--- config.mk ---
export PLATFORM = sky130hd
export DESIGN_NAME = fp_wb_arbiter
export DESIGN_NICKNAME = d
export VERILOG_FILES = /design/src/rtl/fp_wb_pkg.sv /design/src/rtl/fp_wb_fifo.sv /design/src/rtl/fp_wb_arbiter.sv
export SDC_FILE = /design/constraint.sdc
export NUM_CORES = 1
export LEC_CHECK = 0
export BUFFER_PORTS_ARGS = -buffer_cell sky130_fd_sc_hd__buf_2
export CAP_MARGIN = 25
export CORE_MARGIN = 10
export CORE_UTILIZATION = 29
export DETAILED_ROUTE_END_ITERATION = 8
export SYNTH_ARGS = -nofsm -noshare
export SYNTH_HDL_FRONTEND = slang
export SYNTH_SLANG_ARGS = --single-unit
--- constraint.sdc ---
create_clock -name clk -period 3.8 [get_ports clk]
set_input_delay 0 -clock clk [delete_from_list [all_inputs] [get_ports clk]]
set_output_delay 0 -clock clk [all_outputs]
set_load 0.02 [all_outputs]
--- src/rtl/fp_wb_pkg.sv ---
// Shared types and constants for the FP writeback arbiter.
package fp_wb_pkg;

    localparam int unsigned DATA_W    = 32;
    localparam int unsigned IDX_W     = 5;
    localparam int unsigned NUM_FREGS = 32;

    typedef struct packed {
        logic [IDX_W-1:0]  rd;
        logic [DATA_W-1:0] data;
    } fp_wb_t;

endpackage

--- src/rtl/fp_wb_fifo.sv ---
// Small synchronous FIFO of writeback records; holds FPU results that lost arbitration.
module fp_wb_fifo
    import fp_wb_pkg::*;
#(
    parameter int unsigned DEPTH = 2
) (
    input  logic   clk,
    input  logic   rst_n,
    input  logic   push,
    input  logic   pop,
    input  fp_wb_t wdata,
    output fp_wb_t rdata,
    output logic   full,
    output logic   empty
);

    localparam int unsigned PTR_W = (DEPTH > 1) ? $clog2(DEPTH) : 1;
    localparam int unsigned CNT_W = PTR_W + 1;

    fp_wb_t            mem [DEPTH];
    logic [PTR_W-1:0]  wr_ptr;
    logic [PTR_W-1:0]  rd_ptr;
    logic [CNT_W-1:0]  count;
    logic              do_push;
    logic              do_pop;

    assign full    = (count == CNT_W'(DEPTH));
    assign empty   = (count == '0);
    assign do_pop  = pop & ~empty;
    // A push into a full FIFO is only legal when the head leaves in the same cycle.
    assign do_push = push & (~full | do_pop);
    assign rdata   = mem[rd_ptr];

    always_ff @(posedge clk or negedge rst_n) begin
        if (!rst_n) begin
            wr_ptr <= '0;
            rd_ptr <= '0;
            count  <= '0;
        end else begin
            if (do_push) wr_ptr <= wr_ptr + 1'b1;
            if (do_pop)  rd_ptr <= rd_ptr + 1'b1;
            unique case ({do_push, do_pop})
                2'b10:   count <= count + 1'b1;
                2'b01:   count <= count - 1'b1;
                default: count <= count;
            endcase
        end
    end

    always_ff @(posedge clk) begin
        if (do_push) mem[wr_ptr] <= wdata;
    end

endmodule

--- src/rtl/fp_wb_arbiter.sv ---
// FP register-file writeback arbiter: load > skid FIFO head > direct FPU, plus pending-write
// scoreboard. Define FP_WB_BYPASS_EN to add write-cycle forwarding to the decode read ports.
module fp_wb_arbiter
    import fp_wb_pkg::*;
#(
    parameter int unsigned DATA_W     = fp_wb_pkg::DATA_W,
    parameter int unsigned IDX_W      = fp_wb_pkg::IDX_W,
    parameter int unsigned FIFO_DEPTH = 2
) (
    input  logic              clk,
    input  logic              rst_n,
    input  logic              issue_valid,
    input  logic [IDX_W-1:0]  issue_rd,
    input  logic              ld_wb_en,
    input  logic [IDX_W-1:0]  ld_rd,
    input  logic [DATA_W-1:0] ld_data,
    input  logic              fpu_valid,
    input  logic [IDX_W-1:0]  fpu_rd,
    input  logic [DATA_W-1:0] fpu_data,
    output logic              fpu_ready,
    output logic              wb_en,
    output logic [IDX_W-1:0]  rd_index,
    output logic [DATA_W-1:0] wb_data,
    input  logic [IDX_W-1:0]  rs1_index,
    input  logic [IDX_W-1:0]  rs2_index,
`ifdef FP_WB_BYPASS_EN
    input  logic [DATA_W-1:0] rs1_rf_data,
    input  logic [DATA_W-1:0] rs2_rf_data,
    output logic [DATA_W-1:0] rs1_fwd_data,
    output logic [DATA_W-1:0] rs2_fwd_data,
`endif
    output logic              rs1_busy,
    output logic              rs2_busy,
    output logic              rd_busy
);

    logic                 fifo_full;
    logic                 fifo_empty;
    logic                 fifo_push;
    logic                 fifo_pop;
    fp_wb_t               fifo_head;
    fp_wb_t               fpu_in;
    fp_wb_t               win;
    logic                 win_valid;
    logic                 win_is_fpu;
    logic                 fpu_fire;
    logic [NUM_FREGS-1:0] pending;
    logic [NUM_FREGS-1:0] pending_d;
    logic                 rs1_wb_hit;
    logic                 rs2_wb_hit;

    assign fpu_in    = '{rd: fpu_rd, data: fpu_data};
    assign fpu_ready = ~fifo_full;
    assign fpu_fire  = fpu_valid & fpu_ready;

    always_comb begin
        win        = fpu_in;
        win_valid  = 1'b0;
        win_is_fpu = 1'b0;
        fifo_pop   = 1'b0;
        fifo_push  = 1'b0;
        if (ld_wb_en) begin
            win       = '{rd: ld_rd, data: ld_data};
            win_valid = 1'b1;
            fifo_push = fpu_fire;
        end else if (!fifo_empty) begin
            // Older buffered results go first so FPU results retire in acceptance order.
            win        = fifo_head;
            win_valid  = 1'b1;
            win_is_fpu = 1'b1;
            fifo_pop   = 1'b1;
            fifo_push  = fpu_fire;
        end else if (fpu_fire) begin
            win_valid  = 1'b1;
            win_is_fpu = 1'b1;
        end
    end

    always_comb begin
        pending_d = pending;
        if (win_is_fpu)  pending_d[win.rd]   = 1'b0;
        if (issue_valid) pending_d[issue_rd] = 1'b1;
    end

    always_ff @(posedge clk or negedge rst_n) begin
        if (!rst_n) begin
            wb_en    <= 1'b0;
            rd_index <= '0;
            wb_data  <= '0;
            pending  <= '0;
        end else begin
            wb_en   <= win_valid;
            pending <= pending_d;
            if (win_valid) begin
                rd_index <= win.rd;
                wb_data  <= win.data;
            end
        end
    end

    assign rs1_wb_hit = wb_en & (rd_index == rs1_index);
    assign rs2_wb_hit = wb_en & (rd_index == rs2_index);
    assign rd_busy    = pending[issue_rd];

`ifdef FP_WB_BYPASS_EN
    assign rs1_fwd_data = rs1_wb_hit ? wb_data : rs1_rf_data;
    assign rs2_fwd_data = rs2_wb_hit ? wb_data : rs2_rf_data;
    assign rs1_busy     = pending[rs1_index];
    assign rs2_busy     = pending[rs2_index];
`else
    // The regfile write lands at the end of the wb cycle, so that cycle still counts as busy.
    assign rs1_busy = pending[rs1_index] | rs1_wb_hit;
    assign rs2_busy = pending[rs2_index] | rs2_wb_hit;
`endif

    fp_wb_fifo #(
        .DEPTH (FIFO_DEPTH)
    ) u_fifo (
        .clk   (clk),
        .rst_n (rst_n),
        .push  (fifo_push),
        .pop   (fifo_pop),
        .wdata (fpu_in),
        .rdata (fifo_head),
        .full  (fifo_full),
        .empty (fifo_empty)
    );

endmodule
==> qor.yml <==
synthesis:
  async_reset_ff_share_pct: 50.0
  syn_nets: 716
  ys.flop_type: "edfxtp_1"
  syn_area_um2: 7200
  ys_top_cells_by_area: "edfxtp_1, dfrtp_1, mux4_2"
  synth_edf_count: 74
  yosysTopAreaCell: "edfxtp_1"
  yosysUniqueCellTypes: 53
  yosys_warnings: 0
  ys_ff_latch: 148
  netlist_instances: 621
  synth.avg_cell_area_um2: 11.6
  yosysTopAreaCellShare_pct: 30.8
  synth_seq_area_share_pct: 56.5
critical_path:
  worstReg2RegEnd: "pending[12]$_DFF_PN0_"
  worstPathMaxFanout: 35
  start_kind: "flip-flop"
  path_cells: "buf_4, mux2_2, mux2i_1, nand3_1, o21ai_0, o31ai_1, dlygate4sd3_1"
  crit_arrival_ps: 3380
  rr_worst_depth: 7
  cp-end-kind: "flip-flop"
  slowest_delay_ps: 550
  crit_required_ps: 4100
  crit_type: "reg -> reg"
  rrSetupSlack_ps: 720
  crit_slowest_cell: "dlygate4sd3_1"
  rr_startpoint: "u_fifo.rd_ptr$_DFFE_PN0P_"
timing:
  setup_slack_ps: 718
  fin_setup_tns_ps: 0
  clock.fmax_mhz: 324
  finalHoldViolations: 0
  timing.final.max_slew_violations: 0
  slew_headroom_pct: 41.0
  setup_viol: 0
  hold_ws_ps: 22.8
  final.min_clock_period_ps: 3080
  worst_pin_slew_ps: 876
  fin_worst_skew_ps: 6.89
  rsz0062_at_grt: "no"
  fin_crit_sh_pct: 81.1
clock_tree:
  clkTransAtPathRegs_ps: 60
  cts-root-buf: "clkbuf_16"
  post-cts-setup-buffers: 0
  clock-sinks: 148
  cts_resized: 0
  cts_buffers: 17
  cts_tree: "built"
  clock_latency_ps: 420
  cts.path.max_buffers: 2
  h-tree-depth: 4
worst_hold_path:
  hold_class: "in -> reg"
  whs_endpoint: "rd_index[2]$_DFFE_PN0P_"
  min_from: "ld_rd[2]"
  whs_path_depth: 3
final_layout:
  fin_nets: 906
  final_cells: 1149
  layout_common_cells: "buf_2, dlygate4sd3_1, edfxtp_1, nand2_1, dfrtp_1"
  final_common_cell: "buf_2"
  drive_above_1_share_pct: 25.7
  post-route-util_pct: 38.9
  n_fill_cell: 2361
  area.growth.synth_to_final_pct: 31.6
die:
  core_um2: 24400
  initial_core_util_pct: 29.5
  fp.dieH_um: 178
  chipWidth_um: 178
  row_count: 57
  num_io_pins: 136
  die-area_um2: 31500
grt:
  grt_pass1_vias: 5859
  antenna_found_initial: 1
  grt_max_degree: 65
  grt_overflow_total: 0
  grt_pass1_wl_mm: 32.4
  grt_usage_pct: 12.9
drt:
  drc_errors: 0
  dr.pass1.iters: 5
  via_count: 5641
  wire_per_inst_um: 17.6
  ant_nets: 0
  viasPerCell: 4.91
  first_iter_violations: 352
  wl_mm: 20.2
placement:
  globalplace.congestion: 0.893
  place_hpwl_mm: 13.9
  dp_cells: 1039
  portBuffers: 135
  dp_slack_ps: 1160
run:
  maxCapViolations: 0
pwr:
  peakVddDrop_uv: 289
  total_leakage_power_uw: 0.00373
  power_density_nw_per_um2: 683
run_status:
  status: "completed"
## worst max-delay path by stage
| stage | from | to | slack [ps] | cells past startpoint |
|---|---|---|---|---|
| 6_report | u_fifo.rd_ptr$_DFFE_PN0P_ | pending[12]$_DFF_PN0_ | 720 | 7 |
| 5_1_grt | u_fifo.rd_ptr$_DFFE_PN0P_ | pending[12]$_DFF_PN0_ | 430 | 7 |
| 4_1_cts | u_fifo.rd_ptr$_DFFE_PN0P_ | pending[12]$_DFF_PN0_ | 670 | 7 |
| 3_5_place_dp | u_fifo.rd_ptr$_DFFE_PN0P_ | pending[19]$_DFF_PN0_ | 1160 | 6 |
| 3_3_place_gp | u_fifo.rd_ptr$_DFFE_PN0P_ | pending[30]$_DFF_PN0_ | 1230 | 6 |
| 2_1_floorplan | u_fifo.count[1]$_DFFE_PN0P_ | u_fifo.mem[0][0]$_DFFE_PP_ | 1010 | 4 |
## logic make-up (layout without fill, tap and decap cells)
family	count (synthesis)	count (layout)	synth area share (%)
fa+ha+maj	1	1	0.174
compound gates	171	171	14.4
xor+xnor	15	15	1.82
other cells	0	1	0
mux	66	66	13.5
simple gates	167	167	10.4
flops	148	148	56.5
buf+inv	53	256	3.20
## cells in the mapped netlist (3+ instances only)
master,instances
o21ai_0,62
nand3_1,8
a21oi_1,40
a211oi_1,32
nand3b_1,6
xor2_1,10
inv_1,5
nand4_1,5
mux2i_1,36
nor2b_1,3
buf_1,10
mux2_2,5
o31ai_1,14
xnor2_1,5
buf_6,3
o21ai_1,4
a22oi_1,3
nand2_1,73
nor3_1,4
mux4_2,24
buf_2,7
clkbuf_1,28
dfrtp_1,74
nor2_1,50
edfxtp_1,74
## power by group
part	internal (uW)	switching (uW)	total [uW]
logic	954	1320	2280
registers	2230	385	2610
clock network	871	713	1580
## per-stage QoR
step / total power, uW / area (um2)
6_report: 6480 / 9480
5_1_grt: 6870 / 9480
4_1_cts: 6530 / 9480
3_5_place_dp: 4850 / 8150
3_3_place_gp: 4810 / 8150
2_1_floorplan: 4130 / 7200
## area by class of cell
type | instances | area, um2 | share of cell area, %
clock inverters | 14 | 116 | 1.23
well taps | 324 | 405 | 4.28
flip-flops and latches | 148 | 4080 | 43.0
inverters | 5 | 18.8 | 0.198
diodes | 1 | 2.50 | 0.0264
multi-input cells | 420 | 2920 | 30.8
clock buffers | 18 | 439 | 4.63
repair buffers | 219 | 1500 | 15.8
## registers in the layout (all words and copies together), names as in the netlist
name	cells
u_fifo.mem	74
wb_en	1
rd_index	5
u_fifo.count	2
u_fifo.wr_ptr	1
u_fifo.rd_ptr	1
wb_data	32
pending	32
## worst max-delay path: cells and delay by family, from the launching register on
kind            cells  cell delay (ps)
simple gates        1              270
buf+inv             2             1090
flops               1              410
mux                 2              840
compound gates      2              330
## what timing repair did
action                                  CTS  global route
endpoints found under the setup margin    0             0
hold buffers                             77             0
hold endpoints to repair                150             0
## metal layers
| metal | wire [um] | track usage (%) | up-vias | share of wire (%) |
|---|---|---|---|---|
| met2 | 9920 | 20.9 | 194 | 49 |
| met3 | 1290 | 2.93 | 18 | 6.4 |
| li1 | - | - | 2701 | - |
| met1 | 8730 | 16.9 | 2728 | 43 |
| met4 | 283 | 3.92 | 0 | 1.4 |
| met5 | 0 | 0 | - | 0 |
(Power assumes the default switching activity.)
